`config.mk`:
```
export PLATFORM = sky130hd
export DESIGN_NAME = rgb_led_arbiter
export DESIGN_NICKNAME = d
export VERILOG_FILES = /design/src/rtl/rgb_led_arbiter.sv
export SDC_FILE = /design/constraint.sdc
export NUM_CORES = 1
export LEC_CHECK = 0
export ABC_AREA = 1
export BUFFER_PORTS_ARGS = -buffer_cell sky130_fd_sc_hd__buf_4
export CORE_ASPECT_RATIO = 1.25
export CORE_UTILIZATION = 29
export DETAILED_ROUTE_END_ITERATION = 8
export GPL_TIMING_DRIVEN = 0
export SYNTH_ARGS = -nofsm -noshare
export SYNTH_HDL_FRONTEND = slang
export SYNTH_SLANG_ARGS = --single-unit
```
`constraint.sdc`:
```
create_clock -name clk_48mhz -period 3.4 [get_ports clk_48mhz]
set_input_delay 0 -clock clk_48mhz [delete_from_list [all_inputs] [get_ports clk_48mhz]]
set_output_delay 0 -clock clk_48mhz [all_outputs]
set_load 0.05 [all_outputs]
```
`src/rtl/rgb_led_arbiter.sv`:
```
// rtl/rgb_led_arbiter.sv - round-robin owner of the shared RGB LED with hold time and per-channel PWM
module rgb_led_arbiter #(
    parameter int PWM_BITS    = 8,
    parameter int PWM_DIV     = 188,
    parameter int HOLD_CYCLES = 4800000
) (
    input  logic        clk_48mhz,
    input  logic        reset,
    input  logic [2:0]  req,
    input  logic [23:0] color0,
    input  logic [23:0] color1,
    input  logic [23:0] color2,
    output logic [2:0]  grant,
    output logic        led_r,
    output logic        led_g,
    output logic        led_b
);

    localparam int HOLD_W = (HOLD_CYCLES > 1) ? $clog2(HOLD_CYCLES) : 1;
    localparam int DIV_W  = (PWM_DIV > 1) ? $clog2(PWM_DIV) : 1;

    typedef enum logic {IDLE, OWN} state_t;

    state_t              state, state_n;
    logic [1:0]          last, last_n;
    logic [2:0]          grant_n;
    logic [HOLD_W-1:0]   hold_cnt, hold_n;
    logic [DIV_W-1:0]    div_cnt, div_n;
    logic [PWM_BITS-1:0] pwm_cnt, pwm_n;
    logic [PWM_BITS-1:0] duty_r, duty_g, duty_b;
    logic [PWM_BITS-1:0] duty_r_n, duty_g_n, duty_b_n;
    logic                led_r_n, led_g_n, led_b_n;

    logic        div_end, period_start, load_ok;
    logic [3:0]  req4;
    logic [1:0]  c1, c2, win, other_win;
    logic [23:0] own_color;

    function automatic logic [1:0] inc3(input logic [1:0] v);
        return (v == 2'd2) ? 2'd0 : v + 2'd1;
    endfunction

    always_comb begin
        req4      = {1'b0, req};
        c1        = inc3(last);
        c2        = inc3(c1);
        win       = req4[c1] ? c1 : (req4[c2] ? c2 : last);
        other_win = req4[c1] ? c1 : c2;
        case (last)
            2'd0:    own_color = color0;
            2'd1:    own_color = color1;
            default: own_color = color2;
        endcase

        div_end      = (div_cnt == DIV_W'(PWM_DIV - 1));
        div_n        = div_end ? '0 : div_cnt + 1'b1;
        pwm_n        = div_end ? pwm_cnt + 1'b1 : pwm_cnt;
        period_start = div_end && (pwm_cnt == '1);

        state_n  = state;
        grant_n  = grant;
        last_n   = last;
        hold_n   = hold_cnt;
        duty_r_n = duty_r;
        duty_g_n = duty_g;
        duty_b_n = duty_b;
        load_ok  = 1'b0;

        case (state)
            IDLE: begin
                if (|req) begin
                    state_n = OWN;
                    grant_n = 3'b001 << win;
                    last_n  = win;
                    hold_n  = HOLD_W'(HOLD_CYCLES - 1);
                end
            end
            default: begin
                // An owner dropping its request always yields an idle cycle, even at hold expiry.
                if (!req4[last]) begin
                    state_n  = IDLE;
                    grant_n  = 3'b000;
                    duty_r_n = '0;
                    duty_g_n = '0;
                    duty_b_n = '0;
                end else if (hold_cnt == '0) begin
                    hold_n = HOLD_W'(HOLD_CYCLES - 1);
                    if (req4[c1] || req4[c2]) begin
                        grant_n  = 3'b001 << other_win;
                        last_n   = other_win;
                        duty_r_n = '0;
                        duty_g_n = '0;
                        duty_b_n = '0;
                    end else begin
                        load_ok = 1'b1;
                    end
                end else begin
                    hold_n  = hold_cnt - 1'b1;
                    load_ok = 1'b1;
                end
            end
        endcase

        // Colour is only sampled at a period start while ownership is unchanged.
        if (load_ok && period_start) begin
            duty_r_n = own_color[23 -: PWM_BITS];
            duty_g_n = own_color[15 -: PWM_BITS];
            duty_b_n = own_color[7 -: PWM_BITS];
        end

        led_r_n = !((state_n == OWN) && (pwm_n < duty_r_n));
        led_g_n = !((state_n == OWN) && (pwm_n < duty_g_n));
        led_b_n = !((state_n == OWN) && (pwm_n < duty_b_n));
    end

    always_ff @(posedge clk_48mhz) begin
        if (reset) begin
            state    <= IDLE;
            grant    <= 3'b000;
            last     <= 2'd2;
            hold_cnt <= '0;
            div_cnt  <= '0;
            pwm_cnt  <= '0;
            duty_r   <= '0;
            duty_g   <= '0;
            duty_b   <= '0;
            led_r    <= 1'b1;
            led_g    <= 1'b1;
            led_b    <= 1'b1;
        end else begin
            state    <= state_n;
            grant    <= grant_n;
            last     <= last_n;
            hold_cnt <= hold_n;
            div_cnt  <= div_n;
            pwm_cnt  <= pwm_n;
            duty_r   <= duty_r_n;
            duty_g   <= duty_g_n;
            duty_b   <= duty_b_n;
            led_r    <= led_r_n;
            led_g    <= led_g_n;
            led_b    <= led_b_n;
        end
    end

endmodule

```
==> metrics.cfg <==
[synth]
synth_top_cell_by_area=dfxtp_1
synth-seq-cells=72
ys_warn_count=0
async_flop_share_pct=0
synthesis.area_sq_um=4518
seq_area_frac_synth_pct=31.90
avgSynthCellArea_sq_um=6.815
synth_top_flop_cell=dfxtp_1
synthesis.instances=663
yosys-top-cells-count=126 x nor2_1, 120 x nand2_1, 72 x dfxtp_1
yosysMostFrequentCell=nor2_1
synth_top_cell_area_share_pct=31.90
yosysUniqueCellTypes=44
synth_nets=765
synth_enable_flop_cells=0
synth_area_leaders=dfxtp_1 32%, nor2_1 10%, nand2_1 10%

[cells_and_area]
drive_above_1_share_pct=19.03
n_antenna_cell=0
fin_cells=970
nNetsFinal=859
syn_to_final_growth_pct=25.89
n_fill_cell=1647

[floorplan]
start_util_pct=29.97
top_level_ports=83
die_h_microns=141.6
dieArea_sq_um=16090
rows=50
die_w_microns=113.6
fp.coreArea_sq_um=15080

[pwr]
p_clk_share_pct=33.4
pwr-share-comb_pct=31.2
leakage_nw=2.641
ir_worst_vdd_uv=258.0
p_switching_uw=981.8
sequentialPowerShare_pct=35.5
internal-power_mw=1.727
total_power_mw=2.709
swShare_pct=36.24
pwr_density_cell_nw_per_um2=476.3

[setup_path]
path_cells=nor2_1 > nand2_1 > nor2_1 > nand3_1 > nand3_1 > nand2_2 > nand2_4 > buf_2 > nand2_1 > o21ai_1 > ha_1 > a21oi_1 > nor3_1 > a2111oi_1 > nand2_1
critPathMaxStageDelay_ps=350
r2r_setup_slack_ps=360
cp-start-kind=flip-flop
path_common_cell=nand2_1
crit_arrival_ps=3250
cp_slowest_cell=dfxtp_1
worstReg2RegStart=hold_cnt[8]
worstSetupPathType=flip-flop to flip-flop
critPathCaptureType=flip-flop
critPathLaunch=hold_cnt[8]
crit_fanout=10
required_ps=3620

[placed_design]
hpwl_mm=9.979
port_buffers=82
placed_cells=953
globalplace.congestion=0.9104

[drt]
vias=4590
drt_iter0_drc=162
route.detailed.drc=0
vias_per_cell=4.732
drt_wl_total_mm=12.78
ant_nets=0
wl_per_cell_microns=13.18
first_pass_iters=4

[clocking]
clk_path_buf_depth=2
clk_latency_ps=340
cts_resized=0
cts_num_sinks=72
cts-htree-levels=3
clkTransAtPathRegs_ps=60
cts_made_buffers=9
root_buffer=clkbuf_16
cts_tree=done

[timing]
finalHoldViolCount=0
worst_pin_slew_ps=679.5
finalSetupTns_ps=0
final_max_slew_viol_count=0
rsz0062_at_grt=false
finalSetupViolations=0
skew_ps=8.005
fin_crit_sh_pct=89.32
relSlewSlack_pct=54.22
layout_min_cycle_time_ps=3037
fmax_mhz=329.3

[global_route]
antenna_found_initial=0
overflow=0
grtUsageTotal_pct=16.67
grt_pass1_wl_mm=20.94
grt_max_degree=13
grt_pass1_vias=4306

[status]
status=finished, final reports clean

[worst_hold_path]
hold_class=input pin to flip-flop
hold_path_startpoint=color1[17]

[job]
drv_cap=0

## cells by family (layout without fill, tap and decap cells)
kind of cell | count (synthesis) | count (layout) | synth area share [%]
AOI/OAI and AO/OA | 115 | 115 | 16.06
buffers and inverters | 86 | 185 | 7.920
and+or+nand+nor | 350 | 350 | 34.28
xor gates and xnor gates | 15 | 15 | 2.908
DFF | 72 | 72 | 31.90
adders and majority gates | 25 | 25 | 6.923
## layer usage
layer	part of all wire (%)	up-vias	track usage, %
li1	-	2423	-
met1	43	2029	19.73
met2	51	117	29.72
met3	4.5	21	2.648
met4	2.3	0	6.856
met5	0	-	0
## power by group through the flow
| stage | Combinational (mW) | Clock [mW] | Sequential, mW |
|---|---|---|---|
| detailed placement | 0.844 | 0 | 0.979 |
| global placement | 0.838 | 0 | 0.979 |
| finish | 0.844 | 0.904 | 0.961 |
| CTS | 0.847 | 0.922 | 0.961 |
| global route | 0.944 | 0.970 | 0.971 |
| floorplan | 0.548 | 0 | 0.999 |
## worst paths after layout
path | end | depth (start not counted)
min reg2reg | div_cnt[0] | 1
max reg2reg | led_r | 15
min | duty_r[1] | 5
max | led_r | 15
## worst max-delay path: cells and delay by family, from the launching register on
family / cells / cell delay, ps
AO/OA/AOI/OAI: 3 / 600
adder cells (fa/ha/maj): 1 / 270
flip-flops: 1 / 350
buffers and inverters: 1 / 240
AND/OR/NAND/NOR: 10 / 1460
## sequential cells by signal (all words and copies together) (netlist names), 2 cells and up
name / cells
hold_cnt: 23
div_cnt: 8
duty_b: 8
duty_g: 8
duty_r: 8
pwm_cnt: 8
grant: 3
last: 2
## area by class of cell
class / instances / area, sq um / share of cell area (%)
Multi-Input combinational cell: 505 / 2719 / 47.80
Timing Repair Buffer: 83 / 625.6 / 11.00
Sequential cell: 72 / 1441 / 25.34
Buffer: 25 / 128.9 / 2.266
Tap cell: 208 / 260.3 / 4.575
Clock inverter: 5 / 31.28 / 0.5499
Clock buffer: 11 / 252.7 / 4.443
Inverter: 61 / 229.0 / 4.026
## timing repair
action	4_1_cts	5_1_grt
hold buffers	1	0
setup buffers	0	0
endpoints found under the hold margin	1	0
## through the flow
| step | instance area, sq um | util [%] | setup slack, ps | hold slack [ps] |
|---|---|---|---|---|
| after floorplan | 4518 | - | 896.5 | 75.49 |
| after global placement | 5394 | 35.78 | 368.6 | 260.5 |
| after detailed placement | 5394 | 35.78 | 361.9 | 267.1 |
| after CTS | 5688 | 37.73 | 357.7 | 59.84 |
| after global routing | 5688 | 37.73 | 47.97 | 89.95 |
| final | 5688 | 37.73 | 363.1 | 62.75 |
## layout by cell type (no fill, tap or decap), types with 2 or more instances in the layout
cell       Yosys  routed
ha_1          25      25
inv_2          6       6
o21ai_0       15      15
nor3_1        10      10
o211ai_1       2       2
clkbuf_16      0       9
nor2_1       126     126
nor4_1         5       5
nor3_4         2       2
nand2_4        3       3
clkinv_2       0       3
o21bai_1       3       3
nand3_1       59      59
nand3_2        3       3
dfxtp_1       72      72
or2_2          4       4
a2111oi_1      3       3
buf_6          2       2
a31oi_1        7       7
a21oi_1       27      27
nand2_1      120     120
xnor2_1        6       6
xor2_1         9       9
nor2_4         2       2
o21a_1         2       2
clkbuf_1      15      15
inv_1         54      54
o21ai_2       11      11
buf_4          4      86
o22ai_1       24      24
o31ai_1        2       2
buf_2          4       4
nand4_1       10      10
clkbuf_8       0       2
o21ai_1       14      14
No activity file was read; power rests on OpenSTA's default activity.
